==> config.mk <==
export PLATFORM = sky130hd
export DESIGN_NAME = cgra_exec_ctrl
export DESIGN_NICKNAME = d
export VERILOG_FILES = /design/src/rtl/cgra_ctrl_pkg.sv /design/src/rtl/cgra_end_collector.sv /design/src/rtl/cgra_exec_ctrl.sv
export SDC_FILE = /design/constraint.sdc
export NUM_CORES = 1
export LEC_CHECK = 0
export ABC_CLOCK_PERIOD_IN_PS = 3450
export BUFFER_PORTS_ARGS = -buffer_cell sky130_fd_sc_hd__buf_2
export CAP_MARGIN = 20
export CELL_PAD_IN_SITES_DETAIL_PLACEMENT = 0
export CELL_PAD_IN_SITES_GLOBAL_PLACEMENT = 1
export CORE_ASPECT_RATIO = 0.5
export CORE_MARGIN = 2
export CORE_UTILIZATION = 43
export DETAILED_ROUTE_END_ITERATION = 16
export PLACE_DENSITY_LB_ADDON = 0.1
export SLEW_MARGIN = 20
export SYNTH_ARGS = -nofsm -noshare
export SYNTH_HDL_FRONTEND = slang
export SYNTH_SLANG_ARGS = --single-unit
==> constraint.sdc <==
create_clock -name Clk -period 3.45 [get_ports Clk]
set_input_delay 0.1725 -clock Clk [delete_from_list [all_inputs] [get_ports Clk]]
set_output_delay 0.1725 -clock Clk [all_outputs]
set_load 0.03 [all_outputs]
==> src/rtl/cgra_ctrl_pkg.sv <==
// Shared types and defaults for the CGRA execution sequencer.
// Pulled into the sequencer and the end-flag collector with a wildcard import.
package cgra_ctrl_pkg;

    typedef enum logic [2:0] {
        IDLE = 3'd0,
        INIT = 3'd1,
        RUN  = 3'd2,
        DONE = 3'd3,
        ERR  = 3'd4
    } exec_state_e;

    typedef enum logic {
        ANY = 1'b0,
        ALL = 1'b1
    } done_mode_e;

    localparam int unsigned DEFAULT_TIMEOUT = 2**20;

endpackage

==> src/rtl/cgra_end_collector.sv <==
// Accumulates per-tile end flags during RUN and reports any-tile and all-masked-tile hits.
// The hits include this cycle's flags, so completion is seen in the same cycle they arrive.
module cgra_end_collector
    import cgra_ctrl_pkg::*;
#(
    parameter int NB_TILES = 16
) (
    input  logic                Clk,
    input  logic                Reset,
    input  logic                Clear_I,
    input  logic                Enable_I,
    input  logic [NB_TILES-1:0] Mask_I,
    input  logic [NB_TILES-1:0] End_Exec_I,
    output logic                Hit_Any_O,
    output logic                Hit_All_O
);

    logic [NB_TILES-1:0] sticky_q;
    logic [NB_TILES-1:0] masked_end;

    assign masked_end = End_Exec_I & Mask_I;

    always_ff @(posedge Clk or negedge Reset) begin
        if (!Reset) begin
            sticky_q <= '0;
        end else if (Clear_I) begin
            sticky_q <= '0;
        end else if (Enable_I) begin
            sticky_q <= sticky_q | masked_end;
        end
    end

    assign Hit_Any_O = |masked_end;
    assign Hit_All_O = ((sticky_q | End_Exec_I) & Mask_I) == Mask_I;

endmodule

==> src/rtl/cgra_exec_ctrl.sv <==
// Execution sequencer above cgratop: drives Initn/Context_Fetch_En, decides completion,
// counts RUN cycles, enforces a watchdog and raises sticky done/error interrupts.
module cgra_exec_ctrl
    import cgra_ctrl_pkg::*;
#(
    parameter int          NB_ROWS     = 4,
    parameter int          NB_COLS     = 4,
    parameter int          INIT_CYCLES = 4,
    parameter int          CNT_WIDTH   = 32,
    parameter int unsigned TIMEOUT     = DEFAULT_TIMEOUT
) (
    input  logic                       Clk,
    input  logic                       Reset,
    input  logic                       Start_I,
    input  logic                       Mode_I,
    input  logic [NB_ROWS*NB_COLS-1:0] Tile_Mask_I,
    input  logic [NB_ROWS*NB_COLS-1:0] End_Exec_I,
    input  logic                       Irq_Clr_I,
    output logic                       Initn_O,
    output logic                       Context_Fetch_En_O,
    output logic                       Busy_O,
    output logic                       Done_O,
    output logic                       Error_O,
    output logic                       Irq_O,
    output logic [CNT_WIDTH-1:0]       Exec_Cycles_O
);

    localparam int                   NB_TILES  = NB_ROWS * NB_COLS;
    localparam int                   IW        = (INIT_CYCLES > 1) ? $clog2(INIT_CYCLES) : 1;
    localparam logic [CNT_WIDTH-1:0] TIMEOUT_C = CNT_WIDTH'(TIMEOUT);

    exec_state_e          state_q;
    done_mode_e           mode_q;
    logic [NB_TILES-1:0]  mask_q;
    logic [IW-1:0]        init_cnt_q;
    logic [CNT_WIDTH-1:0] cnt_q;
    logic [CNT_WIDTH-1:0] cnt_d;
    logic                 initn_q, cfe_q, busy_q, done_q, error_q, irq_q;

    logic start_ok;
    logic hit_any, hit_all, complete;

    assign start_ok = (state_q == IDLE) && Start_I && (|Tile_Mask_I);
    assign cnt_d    = (cnt_q == '1) ? cnt_q : cnt_q + CNT_WIDTH'(1);
    assign complete = (mode_q == ALL) ? hit_all : hit_any;

    cgra_end_collector #(
        .NB_TILES (NB_TILES)
    ) u_end_collector (
        .Clk        (Clk),
        .Reset      (Reset),
        .Clear_I    (start_ok),
        .Enable_I   (state_q == RUN),
        .Mask_I     (mask_q),
        .End_Exec_I (End_Exec_I),
        .Hit_Any_O  (hit_any),
        .Hit_All_O  (hit_all)
    );

    always_ff @(posedge Clk or negedge Reset) begin
        if (!Reset) begin
            state_q    <= IDLE;
            mode_q     <= ANY;
            mask_q     <= '0;
            init_cnt_q <= '0;
            cnt_q      <= '0;
            initn_q    <= 1'b0;
            cfe_q      <= 1'b0;
            busy_q     <= 1'b0;
            done_q     <= 1'b0;
            error_q    <= 1'b0;
            irq_q      <= 1'b0;
        end else begin
            done_q <= 1'b0;
            // NOTE: the set branches below are later non-blocking writes, so they override this clear.
            if (Irq_Clr_I) begin
                irq_q   <= 1'b0;
                error_q <= 1'b0;
            end
            case (state_q)
                IDLE: begin
                    if (start_ok) begin
                        state_q    <= INIT;
                        mode_q     <= done_mode_e'(Mode_I);
                        mask_q     <= Tile_Mask_I;
                        init_cnt_q <= IW'(INIT_CYCLES - 1);
                        cnt_q      <= '0;
                        initn_q    <= 1'b0;
                        cfe_q      <= 1'b1;
                        busy_q     <= 1'b1;
                    end else if (Start_I) begin
                        state_q <= ERR;
                        error_q <= 1'b1;
                        irq_q   <= 1'b1;
                    end
                end
                INIT: begin
                    if (init_cnt_q == '0) begin
                        state_q <= RUN;
                        initn_q <= 1'b1;
                    end else begin
                        init_cnt_q <= init_cnt_q - IW'(1);
                    end
                end
                RUN: begin
                    cnt_q <= cnt_d;
                    if (complete) begin
                        state_q <= DONE;
                        done_q  <= 1'b1;
                        irq_q   <= 1'b1;
                        cfe_q   <= 1'b0;
                        busy_q  <= 1'b0;
                    end else if (cnt_d == TIMEOUT_C) begin
                        state_q <= ERR;
                        error_q <= 1'b1;
                        irq_q   <= 1'b1;
                        cfe_q   <= 1'b0;
                        busy_q  <= 1'b0;
                    end
                end
                DONE, ERR: state_q <= IDLE;
                default:   state_q <= IDLE;
            endcase
        end
    end

    assign Initn_O            = initn_q;
    assign Context_Fetch_En_O = cfe_q;
    assign Busy_O             = busy_q;
    assign Done_O             = done_q;
    assign Error_O            = error_q;
    assign Irq_O              = irq_q;
    assign Exec_Cycles_O      = cnt_q;

endmodule

## After elaboration in Yosys (flattened, before gate mapping)

Cells that the tools add are included.

- Bitwise gates (word level): 4
- Magnitude comparators: 0
- Shift-type cells: 0
- Reduce and logical (&&, ||, !) cells: 15
- Muxes and demuxes: 36
- Add/subtract/negate cells: 2
- Multipliers: 0
- Equal/unequal tests: 10
- Div/mod/pow operators: 0

Operator list:

| kind | number |
|---|---|
| two-way mux 32 bit | 2 |
| case mux 32 bit (2 select lines) | 1 |
| adder 32 x 1 -> 32 bit, second input constant | 1 |
| bitwise AND 16 bit | 2 |
| equality test 32 x 21 -> 1 bit, second input constant | 1 |
| equality test 32 bit, second input constant | 1 |
| two-way mux 16 bit | 2 |
| OR 16 bit | 2 |
| OR reduction 16 bit | 2 |
| two-way mux 1 bit | 18 |
| equality test 16 bit | 1 |
| two-way mux 3 bit | 5 |
| AND reduction 3 bit | 4 |
| case mux 3 bit (3 select lines) | 1 |
| case mux 1 bit (2 select lines) | 4 |
| != test 2 bit, second input constant | 3 |
| != test 3 bit, second input constant | 2 |
| nonzero test 2 bit | 3 |
| two-way mux 2 bit | 2 |
| case mux 2 bit (2 select lines) | 1 |
| AND reduction 2 bit | 2 |
| equality test 3 x 1 -> 1 bit, second input constant | 1 |
| equality test 3 x 2 -> 1 bit, second input constant | 1 |
| logical NOT 3 bit | 1 |
| 3 further kinds | 4 |

- Bits in latches: 0
- RAM bits: 0
- Memories: 0
- Flip-flop bits (word level): 75
- Logic and storage cells: 78
- ROM bits: 0

## Depth between registers and ports, before layout

- Word-level depth: 6
- Gate-level depth with buffers: 11
- Gate-level depth less buffers: 9

## By module

A second synthesis with hierarchy kept.

- Cell total of the unflattened synthesis: 522
- Area, all modules: 4,480.5 um2

By module, submodules not included:

| module | times used | cells an instance | area an instance (um2) | sequential area each (um2) |
|---|---|---|---|---|
| cgra_exec_ctrl | 1 | 439 | 3,669.8 | 1,476.4 |
| cgra_end_collector | 1 | 83 | 810.8 | 400.4 |

## Worst setup path after synthesis

Ideal clock, no wire load.

- Kind: reg2reg
- From: reg cnt_q[0], in the netlist Exec_Cycles_O[0]
- To: reg state_q[1]
- Period minus slack after synthesis: 2,769 ps
- Data required time: 3,304 ps
- Setup slack: 681 ps
- Data arrival time: 2,623 ps
- Library setup time: 146 ps
- Stages on the path, launching flop included: 12
- Path buffers: 2
- Cell sequence: dfrtp_1 > ha_1 > buf_4 > nand4_4 > nor4_4 > and3_1 > buf_4 > o21ai_2 > a221oi_2 > and4_1 > and3_4 > a31oi_1

- Longest elaborated chain between the ends: 5
- Elaborated cells on any way between the ends: 6
- Classes of those cells: add/sub: 1; eq/ne: 3; mux: 1; reduce/logical: 1

RTL lines:

| element | RTL line | text |
|---|---|---|
| start, declared | cgra_exec_ctrl.sv:36 | `logic [CNT_WIDTH-1:0] cnt_q;` |
| start signal, assigned | cgra_exec_ctrl.sv:106 | `cnt_q <= cnt_d;` |
| adder 32 x 1 -> 32 bit or equality test 32 bit (tied branches) | cgra_exec_ctrl.sv:44 | `assign cnt_d = (cnt_q == '1) ? cnt_q : cnt_q + CNT_WIDTH'(1);` |
| two-way mux 32 bit * | cgra_exec_ctrl.sv:44 |  |
| equality test 32 x 21 -> 1 bit * | cgra_exec_ctrl.sv:113 | `end else if (cnt_d == TIMEOUT_C) begin` |
| != test 3 bit (no line) * | - |  |
| AND reduction 3 bit (no line) * | - |  |
| end signal, assigned | cgra_exec_ctrl.sv:114 | `state_q <= ERR;` |
| end signal, assigned | cgra_exec_ctrl.sv:121 | `DONE, ERR: state_q <= IDLE;` |
| end signal, assigned | cgra_exec_ctrl.sv:122 | `default: state_q <= IDLE;` |
| end, declared | cgra_exec_ctrl.sv:32 | `exec_state_e state_q;` |

Every way passes the cells marked *; elsewhere a longest branch is shown, timed or not.
A chain may end at the register's enable or synchronous reset.

## Worst setup path in the final report

- From: reg cnt_q[0], in the netlist Exec_Cycles_O[0]
- To: reg busy_q, in the netlist Busy_O

- Longest elaborated chain between the ends: 5
- Elaborated cells on any way between the ends: 6
- Classes of those cells: add/sub: 1; eq/ne: 3; mux: 1; reduce/logical: 1

RTL lines:

| element | RTL line | text |
|---|---|---|
| adder 32 x 1 -> 32 bit or equality test 32 bit (tied branches) | cgra_exec_ctrl.sv:44 |  |
| two-way mux 32 bit * | cgra_exec_ctrl.sv:44 |  |
| equality test 32 x 21 -> 1 bit * | cgra_exec_ctrl.sv:113 |  |
| != test 3 bit (no line) * | - |  |
| AND reduction 3 bit (no line) * | - |  |
| end signal, assigned | cgra_exec_ctrl.sv:69 | `busy_q <= 1'b0;` |
| end signal, assigned | cgra_exec_ctrl.sv:112 | `busy_q <= 1'b0;` |
| end signal, assigned | cgra_exec_ctrl.sv:118 | `busy_q <= 1'b0;` |
| end, declared | cgra_exec_ctrl.sv:38 | `logic initn_q, cfe_q, busy_q, done_q, error_q, irq_q;` |

Marked as above.

==> impl_metrics.toml <==
[synth]
syn-num-nets = 574
syn-instance-count = 535
ys.flop_type = "dfrtp_1"
synth_sequential_area_ratio = 0.398
synth.distinct_cells = 73
synth-seq-cells = 75
share_of_synthesized_flip_flops_with_an_asynchronous_set_or_reset = 1.00
synthesis.area_sq_um = 4710
total_number_of_yosys_warnings = 0
synth_edf_count = 0
synth_area_per_cell_sq_um = 8.81

[cts]
clock_insertion_delay_worst_skew_ns = 0.34
h-tree-depth = 3
root_buffer = "clkbuf_16"
cts_made_buffers = 9
post_cts_resized = 0
cts_setup_buffers = 0
post_cts_hold_buffer_count = 0
clock_pin_slew_on_the_worst_setup_and_hold_paths_ns = 0.07
cts_tree = "yes"
cts_max_path_buffers = 2
cts.sinks = 75

[setup_path]
timing.critical_path.arrival_ns = 3.26
worst_ep_required_time_ns = 3.65
crit_fanout = 10
cpMaxStageDelayCell = "dfrtp_1"
worstReg2RegEnd = "Busy_O"
cp_num_buf_inv = 0
critical-path-max-stage-delay_ns = 0.46
path_cells = "ha_1 -> nand4_4 -> nor4_4 -> and3_1 -> o21ai_2 -> a221oi_2 -> and4_1 -> and3_4 -> a21oi_1"
worstSetupEndpointType = "flop"
critical-path-top-delay-family = "simple AND/OR/NAND/NOR gates"
r2r_setup_slack_ns = 0.39
timing.setup.critical_path_class = "flop to flop"
rr_startpoint = "Exec_Cycles_O[0]"
reg2reg_depth = 9
timing.critical_path.from_type = "flop"

[status]
run_status = "complete, but fails checks"
violations_in_the_final_reports = "negative hold slack"

[placement]
post-dp-hpwl_mm = 10.0
port_buffers = 74
post-place-cells = 718
gpl.final_weighted_congestion = 0.968

[route]
drt_first_iter_violations = 412
drt_pass1_iterations = 5
dr_drc_count = 0
routed.top_layer = "met4"
route.detailed.wl_per_inst_microns = 19.5
vias = 4516
routed_wirelength_mm = 14.3
routed-wl-met2_mm = 6.07
vias_per_cell = 6.15
final_antenna_violating_net_count = 0
routed_met3_length_mm = 1.05
met1Wirelength_mm = 7.09

[timing]
unrepaired_setup_endpoints_after_global_routing = "no"
maxClockFrequency_mhz = 327
final-setup-viol-count = 0
fin_setup_tns_ns = 0
layout_min_cycle_time_ns = 3.06
max-slew-margin-rel = 0.357
number_of_max_slew_violations_in_the_final_report = 0
hold_ws_ns = -0.0141
final.period_utilization = 0.886
timing_worst_slew_pin_value_ns = 0.965
hold_violations = 12
finalClockSkew_ns = 0.00491

[pwr]
p_int_uw = 2040
irDropWorstVdd_uv = 358
power_frac_comb = 0.313
net-switching-power_uw = 1250
power.static_leakage_uw = 0.00234
pwr-share-clk = 0.281
sw_frac_of_total = 0.381
power.density_nw_per_um2 = 608
pwr-share-seq = 0.407

[floorplan]
std_cell_rows = 26
starting_density_of_the_core = 0.451
die_w_microns = 152
die_height_microns = 78.0
design.portCount = 75
die_area_sq_um = 11900
core-area_sq_um = 10400

[global_route]
grt-ovfl-total = 0
number_of_antenna_violations_at_the_first_check_in_global_routing = 0
grt_start_max_net_pins = 76
grt_pass1_wl_mm = 23.6
grt_pass1_vias = 4174
gr-usage-all-layers = 0.248

[finish]
fin_cells = 734
final_layout_size_suffix_gt1_frac = 0.236
synthToLayoutAreaGrowth_pct = 14.9
most-common-layout-cells = "75 x dfrtp_1, 73 x buf_2, 55 x nor2_1, 43 x nand2_1, 41 x o21ai_0"
final_net_count = 628
layout.cells.most_common = "dfrtp_1"
n_antenna_cell = 0

[job]
maxCapViolations = 0

[worst_hold_path]
worst_hold_path_type = "primary input to async pin"
==> flip-flops by register name (all words and copies together) (netlist names) <==
name / flops
Initn_O: 1
init_cnt_q: 2
mode_q: 1
Error_O: 1
u_end_collector.sticky_q: 16
mask_q: 16
Busy_O: 1
Irq_O: 1
Done_O: 1
state_q: 3
Exec_Cycles_O: 32
==> per-layer routing <==
| layer | GRT usage | vias to the layer above |
|---|---|---|
| met5 | 0 | - |
| met4 | 0.0421 | 0 |
| met3 | 0.0563 | 12 |
| met2 | 0.373 | 195 |
| met1 | 0.370 | 2171 |
| li1 | - | 2138 |
==> how the worst max path moves through the flow <==
stage                startpoint          to  slack (ns)  depth (start not counted)
2_1_floorplan  Exec_Cycles_O[0]  state_q[1]        0.68                         11
3_3_place_gp   Exec_Cycles_O[0]      Busy_O        0.54                          9
3_5_place_dp   Exec_Cycles_O[0]      Busy_O        0.45                          9
4_1_cts        Exec_Cycles_O[0]      Busy_O        0.43                          9
5_1_grt        Exec_Cycles_O[0]      Busy_O        0.20                          9
6_report       Exec_Cycles_O[0]      Busy_O        0.39                          9
==> logic make-up after synthesis <==
logic type               count (synthesis)  synth area share
flip-flops                              75             0.398
adder cells (fa/ha/maj)                  2           0.00531
AND/OR/NAND/NOR                        218             0.259
buffers and inverters                   52            0.0536
XOR/XNOR                                10            0.0186
multiplexers                            19            0.0449
AO/OA/AOI/OAI                          159             0.220
==> through the flow <==
step	hold WS (ns)	setup slack, ns	cell area, sq um	total power (uW)	utilization
2_1_floorplan	-0.123	0.681	4710	2050	-
3_3_place_gp	0.390	0.542	5130	2360	0.491
3_5_place_dp	0.400	0.454	5130	2380	0.491
4_1_cts	0.0329	0.430	5420	3310	0.519
5_1_grt	0.0584	0.195	5420	3500	0.519
6_report	-0.0141	0.394	5420	3290	0.519
==> Yosys cell counts, drive strengths merged (6+ instances only) <==
cell    instances  share of area
nor2           59          0.050
and3            7          0.010
dfrtp          75           0.40
clkbuf         21          0.017
a22oi          13          0.021
inv            10         0.0080
nor3           13          0.014
a21oi          24          0.025
nand2          43          0.034
o21ai          44          0.048
mux2           17          0.041
buf            21          0.028
nand4          26          0.049
nor4           17          0.027
and4            9          0.017
nand3          17          0.019
xnor2           6          0.011
a31oi          29          0.038
o31ai          14          0.022
and2            6         0.0080
==> power by group through the flow <==
stage | Sequential [uW] | Clock (uW) | Combinational [uW]
2_1_floorplan | 1330 | 0 | 716
3_3_place_gp | 1340 | 0 | 1020
3_5_place_dp | 1350 | 0 | 1020
4_1_cts | 1340 | 944 | 1030
5_1_grt | 1380 | 986 | 1140
6_report | 1340 | 923 | 1030
==> cell type report <==
type | count | area, sq um
clock buffer | 9 | 225
clock inverter | 7 | 58.8
fill | 1033 | 5030
inverter | 10 | 37.5
multi-input combinational | 408 | 2590
sequential | 75 | 1880
tap | 140 | 175
timing repair buffer | 85 | 455
No activity file was read; power rests on OpenSTA's default activity.
